==> src/rtl/tank_round_sequencer.sv <==
// Round and score controller for the two-player tank game: gates switches, keeps
// score and times the attract/serve/play/hit/game-over flow in video frames.
module tank_round_sequencer #(
  parameter int unsigned WIN_SCORE    = 9,
  parameter int unsigned SERVE_FRAMES = 60,
  parameter int unsigned HIT_FRAMES   = 90,
  parameter int unsigned OVER_FRAMES  = 240
) (
  input  logic       clk,
  input  logic       reset,
  input  logic [7:0] keys,
  input  logic       vsync,
  input  logic       hit_p1,
  input  logic       hit_p2,
  output logic [3:0] switches_p1,
  output logic [3:0] switches_p2,
  output logic       playfield_reset,
  output logic [3:0] score_p1,
  output logic [3:0] score_p2,
  output logic [1:0] winner,
  output logic [2:0] state
);

  typedef enum logic [2:0] {
    StAttract  = 3'd0,
    StServe    = 3'd1,
    StPlay     = 3'd2,
    StHit      = 3'd3,
    StGameover = 3'd4
  } state_e;

  localparam logic [3:0] Win       = 4'(WIN_SCORE);
  localparam logic [7:0] ServeLast = 8'(SERVE_FRAMES - 1);
  localparam logic [7:0] HitLast   = 8'(HIT_FRAMES - 1);
  localparam logic [7:0] OverLast  = 8'(OVER_FRAMES - 1);

  state_e     state_q, state_d;
  logic [7:0] frame_cnt_q, frame_cnt_d;
  logic       vsync_q;
  logic [7:0] keys_q;
  logic [3:0] sw_p1_d, sw_p2_d, score_p1_d, score_p2_d;
  logic       pf_reset_d;
  logic [1:0] winner_d;
  logic       tick, start, game_won;

  assign tick     = vsync & ~vsync_q;
  assign start    = (keys_q == 8'h00) & (keys != 8'h00);
  assign game_won = (score_p1 == Win) | (score_p2 == Win);
  assign state    = state_q;

  always_ff @(posedge clk or negedge reset) begin
    if (!reset) begin
      state_q         <= StAttract;
      frame_cnt_q     <= 8'h00;
      vsync_q         <= 1'b0;
      keys_q          <= 8'hFF;
      switches_p1     <= 4'h0;
      switches_p2     <= 4'h0;
      playfield_reset <= 1'b0;
      score_p1        <= 4'h0;
      score_p2        <= 4'h0;
      winner          <= 2'b00;
    end else begin
      state_q         <= state_d;
      frame_cnt_q     <= frame_cnt_d;
      vsync_q         <= vsync;
      keys_q          <= keys;
      switches_p1     <= sw_p1_d;
      switches_p2     <= sw_p2_d;
      playfield_reset <= pf_reset_d;
      score_p1        <= score_p1_d;
      score_p2        <= score_p2_d;
      winner          <= winner_d;
    end
  end

  always_comb begin
    state_d = state_q;
    case (state_q)
      StAttract:  if (start) state_d = StServe;
      StServe:    if (tick && frame_cnt_q == ServeLast) state_d = StPlay;
      StPlay:     if (hit_p1 || hit_p2) state_d = StHit;
      StHit: begin
        if (tick && frame_cnt_q == HitLast) state_d = game_won ? StGameover : StServe;
      end
      StGameover: if (tick && frame_cnt_q == OverLast) state_d = StAttract;
      default:    state_d = StAttract;
    endcase
  end

  always_comb begin
    score_p1_d = score_p1;
    score_p2_d = score_p2;
    winner_d   = winner;
    sw_p1_d    = 4'h0;
    sw_p2_d    = 4'h0;
    pf_reset_d = (state_d == StServe) && (state_q != StServe);
    // A tick in the transition cycle belongs to the old state only.
    if (state_d != state_q) begin
      frame_cnt_d = 8'h00;
    end else if (tick) begin
      frame_cnt_d = frame_cnt_q + 8'h01;
    end else begin
      frame_cnt_d = frame_cnt_q;
    end
    if (state_q == StAttract && start) begin
      score_p1_d = 4'h0;
      score_p2_d = 4'h0;
      winner_d   = 2'b00;
    end
    if (state_q == StPlay) begin
      if (hit_p1 && score_p2 < Win) score_p2_d = score_p2 + 4'h1;
      if (hit_p2 && score_p1 < Win) score_p1_d = score_p1 + 4'h1;
    end
    if (state_q == StHit && state_d == StGameover) begin
      winner_d = {score_p2 == Win, score_p1 == Win};
    end
    if (state_d == StPlay) begin
      sw_p1_d = keys[3:0];
      sw_p2_d = keys[7:4];
    end
  end

endmodule

==> config.mk <==
export PLATFORM = sky130hd
export DESIGN_NAME = tank_round_sequencer
export DESIGN_NICKNAME = d
export VERILOG_FILES = /design/src/rtl/tank_round_sequencer.sv
export SDC_FILE = /design/constraint.sdc
export NUM_CORES = 1
export LEC_CHECK = 0
export ABC_AREA = 0
export BUFFER_PORTS_ARGS = -buffer_cell sky130_fd_sc_hd__buf_2
export CAP_MARGIN = 40
export CORE_MARGIN = 1.5
export CORE_UTILIZATION = 40
export DETAILED_ROUTE_END_ITERATION = 6
export GPL_TIMING_DRIVEN = 0
export PLACE_DENSITY_LB_ADDON = 0.05
export SLEW_MARGIN = 30
export SYNTH_ARGS = -nofsm -noshare
export SYNTH_HDL_FRONTEND = slang
export SYNTH_SLANG_ARGS = --single-unit
==> constraint.sdc <==
create_clock -name clk -period 3.9 [get_ports clk]
set_input_delay 0.39 -clock clk [delete_from_list [all_inputs] [get_ports clk]]
set_output_delay 0.39 -clock clk [all_outputs]
set_load 0.1 [all_outputs]
==> results.json <==
{
  "drive_gt1_frac": 0.313,
  "io_buffers": 34,
  "r2r_setup_slack_ns": 1.85,
  "final_common_cell": "buf_2",
  "p_switching_uw": 250,
  "dr.first_iter.drc_count": 41,
  "r2r_end": "frame_cnt_q[3]",
  "worst_path_max_delay_cell": "or4_4",
  "fp.dieH_um": 73.9,
  "critPathCapture": "switches_p1[1]",
  "reg2reg_from": "frame_cnt_q[0]",
  "worst-path-max-fanout": 8,
  "die_area_um2": 5450,
  "syn_inst": 187,
  "cp.required_ns": 4.13,
  "synth_area_leaders": "dfrtp_1, dfstp_2, ha_1",
  "top_usage_layer": "met2",
  "fmax_ghz": 0.443,
  "globalRouteMet2Util": 0.255,
  "crit_chain": "buf_2, or4_4, o2111a_2, or4_4, nor3b_4, and2_1",
  "cts_buffers": 5,
  "async_flop_share": 1.00,
  "tns_ns": 0,
  "grt_pass1_wl_um": 6710,
  "synth_xor_area_frac": 0.0393,
  "htree_levels": 2,
  "fin_total_pwr_uw": 1000,
  "p_sw_frac": 0.250,
  "cp-startpoint": "keys[4]",
  "critPathKind": "in2reg",
  "ios": 35,
  "internal_power_uw": 751,
  "yosys.area_share.adder": 0.0498,
  "tritoncts": "yes",
  "maxSlewViolCount": 0,
  "root_buffer": "clkbuf_8",
  "hold_viol": 0,
  "cts_resized": 0,
  "p_leak_uw": 0.00109,
  "clk_latency_ns": 0.30,
  "ctsLongestPathBuffers": 2,
  "post_cts_buffers": 0,
  "diodes": 0,
  "synth-seq-cells": 39,
  "synth_largest_area_cell": "dfrtp_1",
  "num-nets-final": 250,
  "slowest_delay_ns": 0.61,
  "setup_ws_ns": 1.64,
  "grt_pass1_vias": 1413,
  "dp_hpwl_um": 2980,
  "yosysSeqAreaShare": 0.491,
  "cp.depth": 6,
  "tightest_slew_ns": 0.567,
  "final_cell_mix": "buf_2, dfrtp_1, nor2_1",
  "synth_top_family_by_area": "simple AND/OR/NAND/NOR gates",
  "gr-total-overflow": 0,
  "clk_pin_slew_ns": 0.08,
  "ir_worst_vdd_mv": 0.200,
  "met3_usage": 0.0343,
  "power_frac_comb": 0.119,
  "seqPwrFrac": 0.479,
  "core_um2": 4790,
  "start_util": 0.420,
  "synth_top_area_frac": 0.386,
  "clockPowerShare": 0.403,
  "fin_skew_ns": 0.00760,
  "max_cap_viol_count": 0,
  "endpoint_kind": "flop",
  "ys.flop_type": "dfrtp_1",
  "via_count": 1539,
  "grt_max_degree": 40,
  "holdBufCountCts": 0,
  "power.density_nw_per_um2": 414,
  "synth.mux.area_fraction": 0.00997,
  "grt_antenna_before_repair": 0,
  "yosysUniqueCellTypes": 47,
  "grt_usage": 0.165,
  "fp-row-count": 25,
  "synth_area_um2": 2010,
  "critical-path-top-delay-family": "simple AND/OR/NAND/NOR gates",
  "drc": 0,
  "synth_fp_nets": 208,
  "synthSimpleGateAreaFrac": 0.219,
  "status": "finished, final reports clean",
  "use_met1": 0.217,
  "reg2reg_depth": 6,
  "min_period_ns": 2.26,
  "gp_congestion": 0.865,
  "synth-compound-area-share": 0.141,
  "cts_sinks": 39,
  "synth-edff-count": 0,
  "area_growth_pct": 20.6,
  "viasPerCell": 5.18,
  "wire_per_inst_um": 14.2,
  "yosys_warnings": 0,
  "path_buf_inv": 1,
  "setup_violations": 0,
  "path_common_cell": "or4_4",
  "slew_headroom": 0.622,
  "critical_path_arrival_ns": 2.49,
  "period_share": 0.579,
  "routed_wl_um": 4200,
  "syn_area_per_cell_um2": 10.7,
  "dr.pass1.iters": 4,
  "hold_path.class": "in2async",
  "rsz0062_at_grt": "false",
  "ant_nets": 0,
  "final_util": 0.506,
  "startpoint_type": "primary input",
  "pre_cts_slack_ns": 1.31,
  "die_w_um": 73.9
}
-- flip-flops by register name, summed over array words and instances, names as in the netlist --
signal	count
score_p1	4
winner	2
frame_cnt_q	8
score_p2	4
switches_p2	4
state	3
keys_q	8
vsync_q	1
switches_p1	4
playfield_reset	1
-- cells in the mapped netlist, types with 3 or more instances --
| master | count |
|---|---|
| nand2_1 | 12 |
| dfstp_2 | 8 |
| ha_1 | 8 |
| nand3b_1 | 4 |
| a21oi_1 | 4 |
| inv_1 | 13 |
| a21oi_2 | 8 |
| nor4_1 | 3 |
| nor2_1 | 17 |
| dfrtp_1 | 31 |
| nand3_1 | 5 |
| and2_1 | 8 |
| clkbuf_8 | 3 |
| xnor2_1 | 5 |
| xor2_1 | 4 |
| nor3_1 | 5 |
| o21ai_0 | 12 |
-- cell type report --
class | count | area (µm²)
repair buffers | 35 | 198
clock buffers | 6 | 72.6
well taps | 67 | 83.8
flip-flops and latches | 39 | 986
clock inverters | 2 | 60.1
multi-input cells | 131 | 921
plain buffers | 4 | 52.6
inverters | 13 | 48.8
fillers | 464 | 2360
-- metrics by stage --
stage               hold slack (ns)  std cells  instance area [µm²]
finish                       0.0166        297                 2420
floorplan                    0.0944        187                 2010
detailed placement            0.515        288                 2260
global route                 0.0431        297                 2420
CTS                           0.206        296                 2390
global placement              0.512        288                 2260
-- per-layer routing --
metal,vias to the layer above,routed length [µm]
li1,736,-
met1,736,1910
met2,55,1970
met3,12,218
met4,0,102
met5,-,0
-- worst min path at each step --
stage	from	slack (ns)	end
after detailed placement	keys[3]	0.51	keys_q[3]
final	reset	0.02	frame_cnt_q[7]
after CTS	keys[3]	0.21	keys_q[3]
after global placement	keys[2]	0.51	keys_q[2]
after global routing	reset	0.04	frame_cnt_q[7]
after floorplan	reset	0.09	frame_cnt_q[0]
-- cells by family after synthesis --
family	Yosys count
xor+xnor	9
flops	39
simple gates	73
mux	2
fa+ha+maj	8
buf+inv	17
compound gates	39
-- power by group through the flow --
| stage | combinational [µW] | sequential [µW] | clock [µW] |
|---|---|---|---|
| after global placement | 113 | 483 | 0 |
| final | 119 | 479 | 403 |
| after detailed placement | 117 | 484 | 0 |
| after CTS | 118 | 479 | 408 |
| after global routing | 137 | 486 | 424 |
| after floorplan | 84.5 | 475 | 0 |
Note: power is estimated with default switching activity, not from simulation.
